==> src/rtl/proc_seq_ctrl.sv <==
`default_nettype none
// ============================================================================
// Module  : proc_seq_ctrl
// Brief   : Program loader and run/step/halt sequencer for the 4-bit core.
// Revision: 1.0
// ============================================================================
module proc_seq_ctrl #(
  parameter int AW = 5,
  parameter int IW = 8,
  parameter int CW = 8
) (
  input  logic          clk,
  input  logic          reset_n,
  input  logic          prog_valid,
  output logic          prog_ready,
  input  logic [AW-1:0] prog_addr,
  input  logic [IW-1:0] prog_data,
  input  logic          cmd_start,
  input  logic          cmd_resume,
  input  logic          cmd_step,
  input  logic          cmd_halt,
  input  logic          bp_en,
  input  logic [AW-1:0] bp_addr,
  input  logic [AW-1:0] stop_addr,
  output logic [IW-1:0] core_instr,
  output logic          core_valid,
  output logic [AW-1:0] pc,
  output logic [2:0]    state,
  output logic          done,
  output logic [CW-1:0] instr_count
);

  typedef enum logic [2:0] {
    S_IDLE   = 3'd0,
    S_RUN    = 3'd1,
    S_STEP   = 3'd2,
    S_PAUSED = 3'd3,
    S_DONE   = 3'd4
  } state_t;

  state_t        r_state;
  logic [AW-1:0] r_pc;
  logic [IW-1:0] r_instr;
  logic          r_valid;
  logic          r_done;
  logic          r_skip_bp;
  logic [CW-1:0] r_count;
  logic [IW-1:0] r_mem [2**AW];

  logic w_prog_ready;
  logic w_bp_hit;
  logic w_issue;
  logic w_at_stop;

  always_comb begin
    w_prog_ready = (r_state == S_IDLE) || (r_state == S_PAUSED) || (r_state == S_DONE);
    w_bp_hit     = bp_en && (r_pc == bp_addr) && !r_skip_bp;
    w_issue      = (r_state == S_STEP) || ((r_state == S_RUN) && !cmd_halt && !w_bp_hit);
    w_at_stop    = (r_pc == stop_addr);
  end

  // Writes are only accepted in non-issuing states, so fetch never races a write.
  always_ff @(posedge clk) begin
    if (prog_valid && w_prog_ready)
      r_mem[prog_addr] <= prog_data;
  end

  always_ff @(posedge clk or negedge reset_n) begin
    if (!reset_n) begin
      r_state   <= S_IDLE;
      r_pc      <= '0;
      r_instr   <= '0;
      r_valid   <= 1'b0;
      r_done    <= 1'b0;
      r_skip_bp <= 1'b0;
      r_count   <= '0;
    end else begin
      r_valid <= w_issue;
      r_done  <= 1'b0;
      if (w_issue) begin
        r_instr   <= r_mem[r_pc];
        r_pc      <= r_pc + 1'b1;
        r_skip_bp <= 1'b0;
        if (r_count != {CW{1'b1}})
          r_count <= r_count + 1'b1;
        // Reaching the stop address wins over wrapping back into RUN.
        if (w_at_stop) begin
          r_state <= S_DONE;
          r_done  <= 1'b1;
        end else if (r_state == S_STEP) begin
          r_state <= S_PAUSED;
        end
      end else begin
        case (r_state)
          S_IDLE, S_DONE: begin
            if (cmd_start) begin
              r_state   <= S_RUN;
              r_pc      <= '0;
              r_count   <= '0;
              r_skip_bp <= 1'b0;
            end
          end
          S_RUN: begin
            if (cmd_halt || w_bp_hit)
              r_state <= S_PAUSED;
          end
          S_PAUSED: begin
            if (cmd_start) begin
              r_state   <= S_RUN;
              r_pc      <= '0;
              r_count   <= '0;
              r_skip_bp <= 1'b0;
            end else if (cmd_resume) begin
              r_state   <= S_RUN;
              r_skip_bp <= 1'b1;
            end else if (cmd_step) begin
              r_state <= S_STEP;
            end
          end
          default: r_state <= S_IDLE;
        endcase
      end
    end
  end

  assign prog_ready  = w_prog_ready;
  assign core_instr  = r_instr;
  assign core_valid  = r_valid;
  assign pc          = r_pc;
  assign state       = r_state;
  assign done        = r_done;
  assign instr_count = r_count;

endmodule
`default_nettype wire

==> config.mk <==
export PLATFORM = sky130hd
export DESIGN_NAME = proc_seq_ctrl
export DESIGN_NICKNAME = d
export VERILOG_FILES = /design/src/rtl/proc_seq_ctrl.sv
export SDC_FILE = /design/constraint.sdc
export NUM_CORES = 1
export LEC_CHECK = 0
export BUFFER_PORTS_ARGS = -buffer_cell sky130_fd_sc_hd__buf_4
export CAP_MARGIN = 5
export CORE_ASPECT_RATIO = 1.2
export CORE_UTILIZATION = 25
export CTS_BUF_LIST = sky130_fd_sc_hd__clkbuf_16
export DETAILED_ROUTE_END_ITERATION = 16
export MAX_ROUTING_LAYER = met4
export PLACE_DENSITY = 0.37
export SLEW_MARGIN = 0
export SYNTH_ARGS = -nofsm -noshare
export SYNTH_HDL_FRONTEND = slang
export SYNTH_SLANG_ARGS = --single-unit
==> constraint.sdc <==
create_clock -name clk -period 4.05 [get_ports clk]
set_input_delay 0.405 -clock clk [delete_from_list [all_inputs] [get_ports clk]]
set_output_delay 0.405 -clock clk [all_outputs]
set_load 0.1 [all_outputs]
Word level (Yosys, flattened, before mapping)
Memories as Yosys holds them, arrays and structs flattened. A register that Yosys moved wholly into a read port is not among the register bits.
Index checks and enable logic that the tools add are counted.
- bits of input ports: 31
- word-level logic and storage cells: 70
- memories: 1
- memory bits (writable): 256
- register bits: 19
- equality and inequality tests: 13
- reductions and logical operators: 23
- add/sub/neg operators: 2
- muxes and demuxes: 25
- memory list (memory ; depth ; width ; rd ports ; clocked after Yosys merged registers in ; wr ports ; RTL line ; RTL):
    r_mem ; 32 ; 8 ; 1 ; 1 ; 1 ; 48 ; logic [IW-1:0] r_mem [2**AW];
- operators with widths (operator ; number):
    two-way mux 8 bit ; 4
    two-way mux 3 bit ; 8
    two-way mux 5 bit ; 3
    == test 5 bit ; 2
    one-hot mux 3 bit (3 select lines) ; 1
    adder 8 x 1 -> 8 bit (second input constant) ; 1
    two-way mux 1 bit ; 8
    inequality test 8 bit (second input constant) ; 1
    == test 3 x 2 -> 1 bit (second input constant) ; 2
    AND reduction 3 bit ; 2
    adder 5 x 1 -> 5 bit (second input constant) ; 1
    logical AND 1 bit ; 5
    inequality test 5 bit (second input constant) ; 1
    logical NOT 1 bit ; 4
    logical OR 1 bit ; 4
    inequality test 4 bit (second input constant) ; 1
    AND reduction 4 bit ; 1
    nonzero test 2 bit ; 2
    == test 3 x 1 -> 1 bit (second input constant) ; 1
    == test 3 bit (second input constant) ; 1
    logical NOT 3 bit ; 1
    inequality test 3 x 1 -> 1 bit (second input constant) ; 1
    inequality test 3 x 2 -> 1 bit (second input constant) ; 1
    inequality test 3 bit (second input constant) ; 1
    other kinds (6) ; 6

Logic depth before layout (Yosys ltp)
- depth after elaboration: 8
- gate-level depth with buffers: 9
- mapped depth without buffers: 6

Least setup slack after synthesis
OpenSTA, ideal clock, no wires.
- path type: flip-flop to flip-flop
- from: register r_state[0] (netlist: state[0])
- to: memory r_mem[24][0], enable pin
- cell stages (with the launch flop): 6
- clock period less this slack: 4.005 ns
- arrival time: 3.635 ns
- path slack: 0.045 ns
- required time: 3.680 ns
- cell sequence: dfrtp_1 nand2_1 o21bai_1 and3b_1 nand3_1 nor2_1
- word-level cells in the longest chain between the ends: 6
- elaborated cells between the ends (all ways): 8
- those cells by class: 2 x eq/ne; 2 x mux; 4 x reduce/logical
- ends and longest elaborated chain (item ; RTL line ; RTL):
    from (decl) ; 41 ; state_t r_state;
    from (signal assigned) ; 70 ; r_state <= S_IDLE;
    from (signal assigned) ; 88 ; r_state <= S_DONE;
    from (signal assigned) ; 91 ; r_state <= S_PAUSED;
    == test 3 x 2 -> 1 bit or logical NOT 3 bit (tied branches) ; 56 ; w_prog_ready = (r_state == S_IDLE) || (r_state == S_PAUSED) || (r_state == S_DONE);
    logical OR 1 bit ; 56 ;
    logical OR 1 bit * ; 56 ;
    net prog_ready ; 15 ; output logic prog_ready,
    logical AND 1 bit * ; 64 ; if (prog_valid && w_prog_ready)
    two-way mux 1 bit * ; 64 ;
    two-way mux 1 bit (not written as such) * ; 65 ; r_mem[prog_addr] <= prog_data;
    to (decl) ; 48 ;
The timed path passes the listed nets; every way through them passes the cells marked *.

Final worst setup path
- from: register r_pc[0] (netlist: pc[0])
- to: register r_instr[2] (netlist: core_instr[2]) (read register of r_mem)
- word-level cells in the longest chain between the ends: 6
- ends and longest elaborated chain (item ; RTL line ; RTL):
    from (decl) ; 42 ; logic [AW-1:0] r_pc;
    from (signal assigned) ; 82 ; r_pc <= r_pc + 1'b1;
    == test 5 bit ; 57 ; w_bp_hit = bp_en && (r_pc == bp_addr) && !r_skip_bp;
    logical AND 1 bit (2 in a row) ; 57 ;
    logical NOT 1 bit ; 58 ; w_issue = (r_state == S_STEP) || ((r_state == S_RUN) && !cmd_halt && !w_bp_hit);
    logical AND 1 bit ; 58 ;
    logical OR 1 bit ; 58 ;
    to (decl) ; 43 ; logic [IW-1:0] r_instr;
Several ways; a longest one is shown, not always the timed one.
A chain may end at the register's enable or synchronous reset.

==> metrics.txt <==
# TYPE chip_impl_metric gauge
chip_impl_info{name="outcome",value="complete, no violations"} 1
chip_impl_metric{name="hold_ws",unit="ps"} 157.0
chip_impl_metric{name="setup_fix_buffers_added_after_clock_tree_synthesis",unit=""} 0
chip_impl_info{name="cts-root-buf",value="sky130_fd_sc_hd__clkbuf_16"} 1
chip_impl_metric{name="final_hold_viol_count",unit=""} 0
chip_impl_metric{name="dpl-instance-area",unit="um^2"} 12730
chip_impl_metric{name="global_route_usage_sum",unit="%"} 14.51
chip_impl_metric{name="netSwitchingFraction",unit="%"} 34.54
chip_impl_metric{name="core_region_area",unit="um^2"} 45840
chip_impl_metric{name="finalCritPeriodShare",unit="%"} 73.64
chip_impl_metric{name="clock-skew-final",unit="ps"} 12.24
chip_impl_metric{name="syn_inst",unit=""} 677
chip_impl_metric{name="finalInstanceArea",unit="um^2"} 13680
chip_impl_metric{name="final_number_of_setup_violating_endpoints",unit=""} 0
chip_impl_metric{name="powerDensity",unit="nW/um^2"} 621.1
chip_impl_metric{name="synth_compound_area_share",unit="%"} 6.189
chip_impl_metric{name="antenna_found_initial",unit=""} 0
chip_impl_metric{name="tritoncts.num_buffers",unit=""} 30
chip_impl_info{name="rsz_0062_raised_after_global_routing",value="false"} 1
chip_impl_info{name="start_kind",value="flop"} 1
chip_impl_metric{name="post_route_cells_drive_above_1_share",unit="%"} 24.97
chip_impl_metric{name="worst-path-buf-inv",unit=""} 1
chip_impl_metric{name="power",unit="mW"} 8.494
chip_impl_metric{name="ctsHoldBuffers",unit=""} 1
chip_impl_metric{name="synth.yosys.seq_area_share",unit="%"} 72.06
chip_impl_metric{name="io_pins",unit=""} 58
chip_impl_metric{name="detail-route-antenna-nets",unit=""} 0
chip_impl_metric{name="wl_per_cell",unit="um"} 23.62
chip_impl_metric{name="area_growth",unit="%"} 17.85
chip_impl_metric{name="crit_path_time_final",unit="ps"} 2982
chip_impl_metric{name="p_switching",unit="mW"} 2.934
chip_impl_metric{name="clock_tree.buffer_depth",unit=""} 3
chip_impl_metric{name="post_synth_and_or_nand_nor_area_fraction",unit="%"} 5.768
chip_impl_metric{name="drt_pass1_iterations",unit=""} 4
chip_impl_metric{name="route.detailed.vias_per_inst",unit=""} 4.629
chip_impl_metric{name="detail_route.iter0.violations",unit=""} 393
chip_impl_metric{name="placement.io_buffers",unit=""} 57
chip_impl_info{name="most_common_library_cell_in_the_layout_ignoring_fill_and_taps",value="sky130_fd_sc_hd__edfxtp_1"} 1
chip_impl_metric{name="cts-resized-gates",unit=""} 0
chip_impl_info{name="grt.busiest_layer",value="met2"} 1
chip_impl_info{name="most_common_flop_cell_mapped_by_yosys",value="sky130_fd_sc_hd__edfxtp_1"} 1
chip_impl_metric{name="die_y",unit="um"} 238.0
chip_impl_metric{name="layout.filler_cells",unit=""} 4544
chip_impl_metric{name="crit_cells",unit=""} 5
chip_impl_metric{name="globalRoute.totalOverflow",unit=""} 0
chip_impl_metric{name="worst_pin_slew",unit="ps"} 892.6
chip_impl_metric{name="vias_in_the_first_global_route",unit=""} 6761
chip_impl_metric{name="clk_latency",unit="ps"} 570
chip_impl_metric{name="gp_congestion",unit=""} 0.7815
chip_impl_metric{name="synth_enable_flop_cells",unit=""} 256
chip_impl_info{name="cp_cell_sequence",value="buf_4 -> mux4_2 -> mux2_2 -> a221oi_1 -> o31ai_1"} 1
chip_impl_info{name="cts_tree",value="built"} 1
chip_impl_metric{name="worst_setup_hold_path_clk_slew",unit="ps"} 60
chip_impl_info{name="crit_family",value="flip-flops"} 1
chip_impl_info{name="synth_top_family_by_area",value="multiplexers"} 1
chip_impl_metric{name="grt_util_met2",unit="%"} 24.06
chip_impl_metric{name="use_met1",unit="%"} 18.38
chip_impl_metric{name="cts.sink_count",unit=""} 283
chip_impl_metric{name="fmaxAchievable",unit="GHz"} 0.3353
chip_impl_metric{name="max_cap_violations",unit=""} 0
chip_impl_metric{name="r2r.worst_path.cells",unit=""} 5
chip_impl_metric{name="ys_ff_latch",unit=""} 283
chip_impl_metric{name="irDropWorstVdd",unit="mV"} 0.2294
chip_impl_metric{name="syn-mean-instance-area",unit="um^2"} 17.14
chip_impl_metric{name="maxSlewViolCount",unit=""} 0
chip_impl_info{name="crit_path_top_delay_cell",value="sky130_fd_sc_hd__dfrtp_4"} 1
chip_impl_metric{name="die_width",unit="um"} 198.7
chip_impl_metric{name="ys.warnings.count",unit=""} 0
chip_impl_metric{name="synthMuxAreaShare",unit="%"} 12.95
chip_impl_metric{name="slowest_delay",unit="ps"} 920
chip_impl_metric{name="timing.max_slew.rel_slack",unit="%"} 40.49
chip_impl_metric{name="row_count",unit=""} 86
chip_impl_metric{name="synthArstFlopShare",unit="%"} 9.541
chip_impl_metric{name="h-tree-depth",unit=""} 1
chip_impl_metric{name="maximum_number_of_pins_on_one_net_before_global_route_repair",unit=""} 49
chip_impl_metric{name="vias",unit=""} 6411
chip_impl_info{name="final_cell_mix",value="256 x sky130_fd_sc_hd__edfxtp_1, 74 x sky130_fd_sc_hd__buf_4, 46 x sky130_fd_sc_hd__nor2_1"} 1
chip_impl_metric{name="cellInternalPower",unit="mW"} 5.560
chip_impl_info{name="critical_path.endpoint_type",value="flop"} 1
chip_impl_info{name="timing.hold.worst.class",value="in -> reg"} 1
chip_impl_metric{name="worst_hold_path_cell_count",unit=""} 3
chip_impl_metric{name="antennaDiodeCount",unit=""} 0
chip_impl_metric{name="power_frac_clock",unit="%"} 30.8
chip_impl_metric{name="totalWireLength",unit="um"} 32720
chip_impl_metric{name="yosys.cell_types.count",unit=""} 51
chip_impl_metric{name="starting_utilization_of_the_core_area",unit="%"} 25.32
chip_impl_metric{name="total_die_area",unit="um^2"} 47290
chip_impl_metric{name="yosys.area_share.xor_xnor",unit="%"} 0.8302
chip_impl_metric{name="remaining_drc_errors",unit=""} 0
chip_impl_metric{name="critical_path.max_fanout",unit=""} 48
chip_impl_metric{name="seq_power_share",unit="%"} 42.2
chip_impl_metric{name="fin_nets",unit=""} 778
chip_impl_metric{name="required",unit="ps"} 4480
chip_impl_info{name="timing_worst_setup_path_type",value="reg -> reg"} 1
chip_impl_metric{name="first_pass_grt_wire_length",unit="um"} 47900
chip_impl_metric{name="combPwrFrac",unit="%"} 27.0
chip_impl_metric{name="timing.setup.tns",unit="ps"} 0
chip_impl_metric{name="post_synth_adder_cell_area",unit="%"} 0.2156
chip_impl_metric{name="leakage",unit="nW"} 4.407
chip_impl_metric{name="post-dp-hpwl",unit="um"} 21310
chip_impl_metric{name="synth.net_count",unit=""} 710
chip_impl_metric{name="grtUsageMet3",unit="%"} 1.767
chip_impl_metric{name="crit_arrival",unit="ps"} 3420
chip_impl_metric{name="synth.cell_area",unit="um^2"} 11600
stage by stage:
stage,instances,utilization [%],setup slack [ps]
2_1_floorplan,677,-,44.91
3_3_place_gp,1328,27.78,952.9
3_5_place_dp,1328,27.78,919.8
4_1_cts,1385,29.84,908.0
5_1_grt,1385,29.84,907.0
6_report,1385,29.84,1068
cells in the mapped netlist, types with 4 or more instances:
cell type	count	area share, %
sky130_fd_sc_hd__a21oi_1	20	0.86
sky130_fd_sc_hd__buf_2	10	0.43
sky130_fd_sc_hd__nand2_1	23	0.74
sky130_fd_sc_hd__nor2b_1	11	0.59
sky130_fd_sc_hd__mux4_2	40	7.8
sky130_fd_sc_hd__buf_1	6	0.19
sky130_fd_sc_hd__o21ai_0	13	0.56
sky130_fd_sc_hd__mux2i_1	32	2.8
sky130_fd_sc_hd__edfxtp_1	256	66
sky130_fd_sc_hd__inv_1	6	0.19
sky130_fd_sc_hd__a221oi_1	16	1.2
sky130_fd_sc_hd__a22oi_1	10	0.65
sky130_fd_sc_hd__and3_1	7	0.38
sky130_fd_sc_hd__a31oi_1	5	0.27
sky130_fd_sc_hd__mux2_2	25	2.4
sky130_fd_sc_hd__nor2_1	46	1.5
sky130_fd_sc_hd__nand3_1	24	1.0
sky130_fd_sc_hd__buf_4	7	0.45
sky130_fd_sc_hd__nor3_1	4	0.17
sky130_fd_sc_hd__xnor2_1	8	0.60
sky130_fd_sc_hd__a211oi_1	9	0.58
sky130_fd_sc_hd__o31ai_1	4	0.26
sky130_fd_sc_hd__dfrtp_1	27	5.8
sky130_fd_sc_hd__a22o_1	4	0.30
sky130_fd_sc_hd__nand2b_1	8	0.43
sky130_fd_sc_hd__clkbuf_1	13	0.42
final timing paths:
check | from | endpoint | slack [ps]
worst min-delay path | cmd_start | state[0] | 160
max in group asynchronous | reset_n | pc[0] | 3390
worst max register to register | pc[0] | core_instr[2] | 1070
worst min register to register | core_instr[0] | core_instr[0] | 490
worst max-delay path | pc[0] | core_instr[2] | 1070
min in group asynchronous | reset_n | r_skip_bp | 320
layout make-up:
type                       count  area [um^2]  share of cell area, %
inverter                       6        22.52                 0.1647
timing repair buffer          75        565.5                  4.135
clock buffer                  31        775.7                  5.672
tap                          616        770.7                  5.635
multi-input combinational    349         3012                  22.02
sequential                   283         8372                  61.21
clock inverter                25        158.9                  1.162
worst min-delay path: cells and delay by family:
family	cells	cell delay, ps
buffers and inverters	1	120
AND/OR/NAND/NOR	1	80
AO/OA/AOI/OAI	1	70
cells by family (layout without fill, tap and decap cells):
family,count (synthesis),after routing
AOI/OAI and AO/OA,102,102
xor gates and xnor gates,11,11
adders and majority gates,2,2
buffers and inverters,45,137
DFF,283,283
muxes,97,97
and+or+nand+nor,137,137
power by group through the flow:
stage | clock network (mW) | registers (mW) | logic, mW
2_1_floorplan | 0 | 3.98 | 1.27
6_report | 2.61 | 3.59 | 2.29
4_1_cts | 2.67 | 3.60 | 2.33
3_3_place_gp | 0 | 3.66 | 2.33
3_5_place_dp | 0 | 3.66 | 2.33
5_1_grt | 2.77 | 3.62 | 2.43
routing by layer:
metal,vias to the layer above,wire length [um]
met5,-,0
met4,0,892
met3,51,1210
met2,147,16290
met1,3365,14330
li1,2848,-
sequential cells by signal, indices dropped and copies added, names as in the netlist:
signal	count
done	1
pc	5
r_mem	256
r_skip_bp	1
state	3
core_instr	8
core_valid	1
instr_count	8
Note: power is estimated with default switching activity, not from simulation.
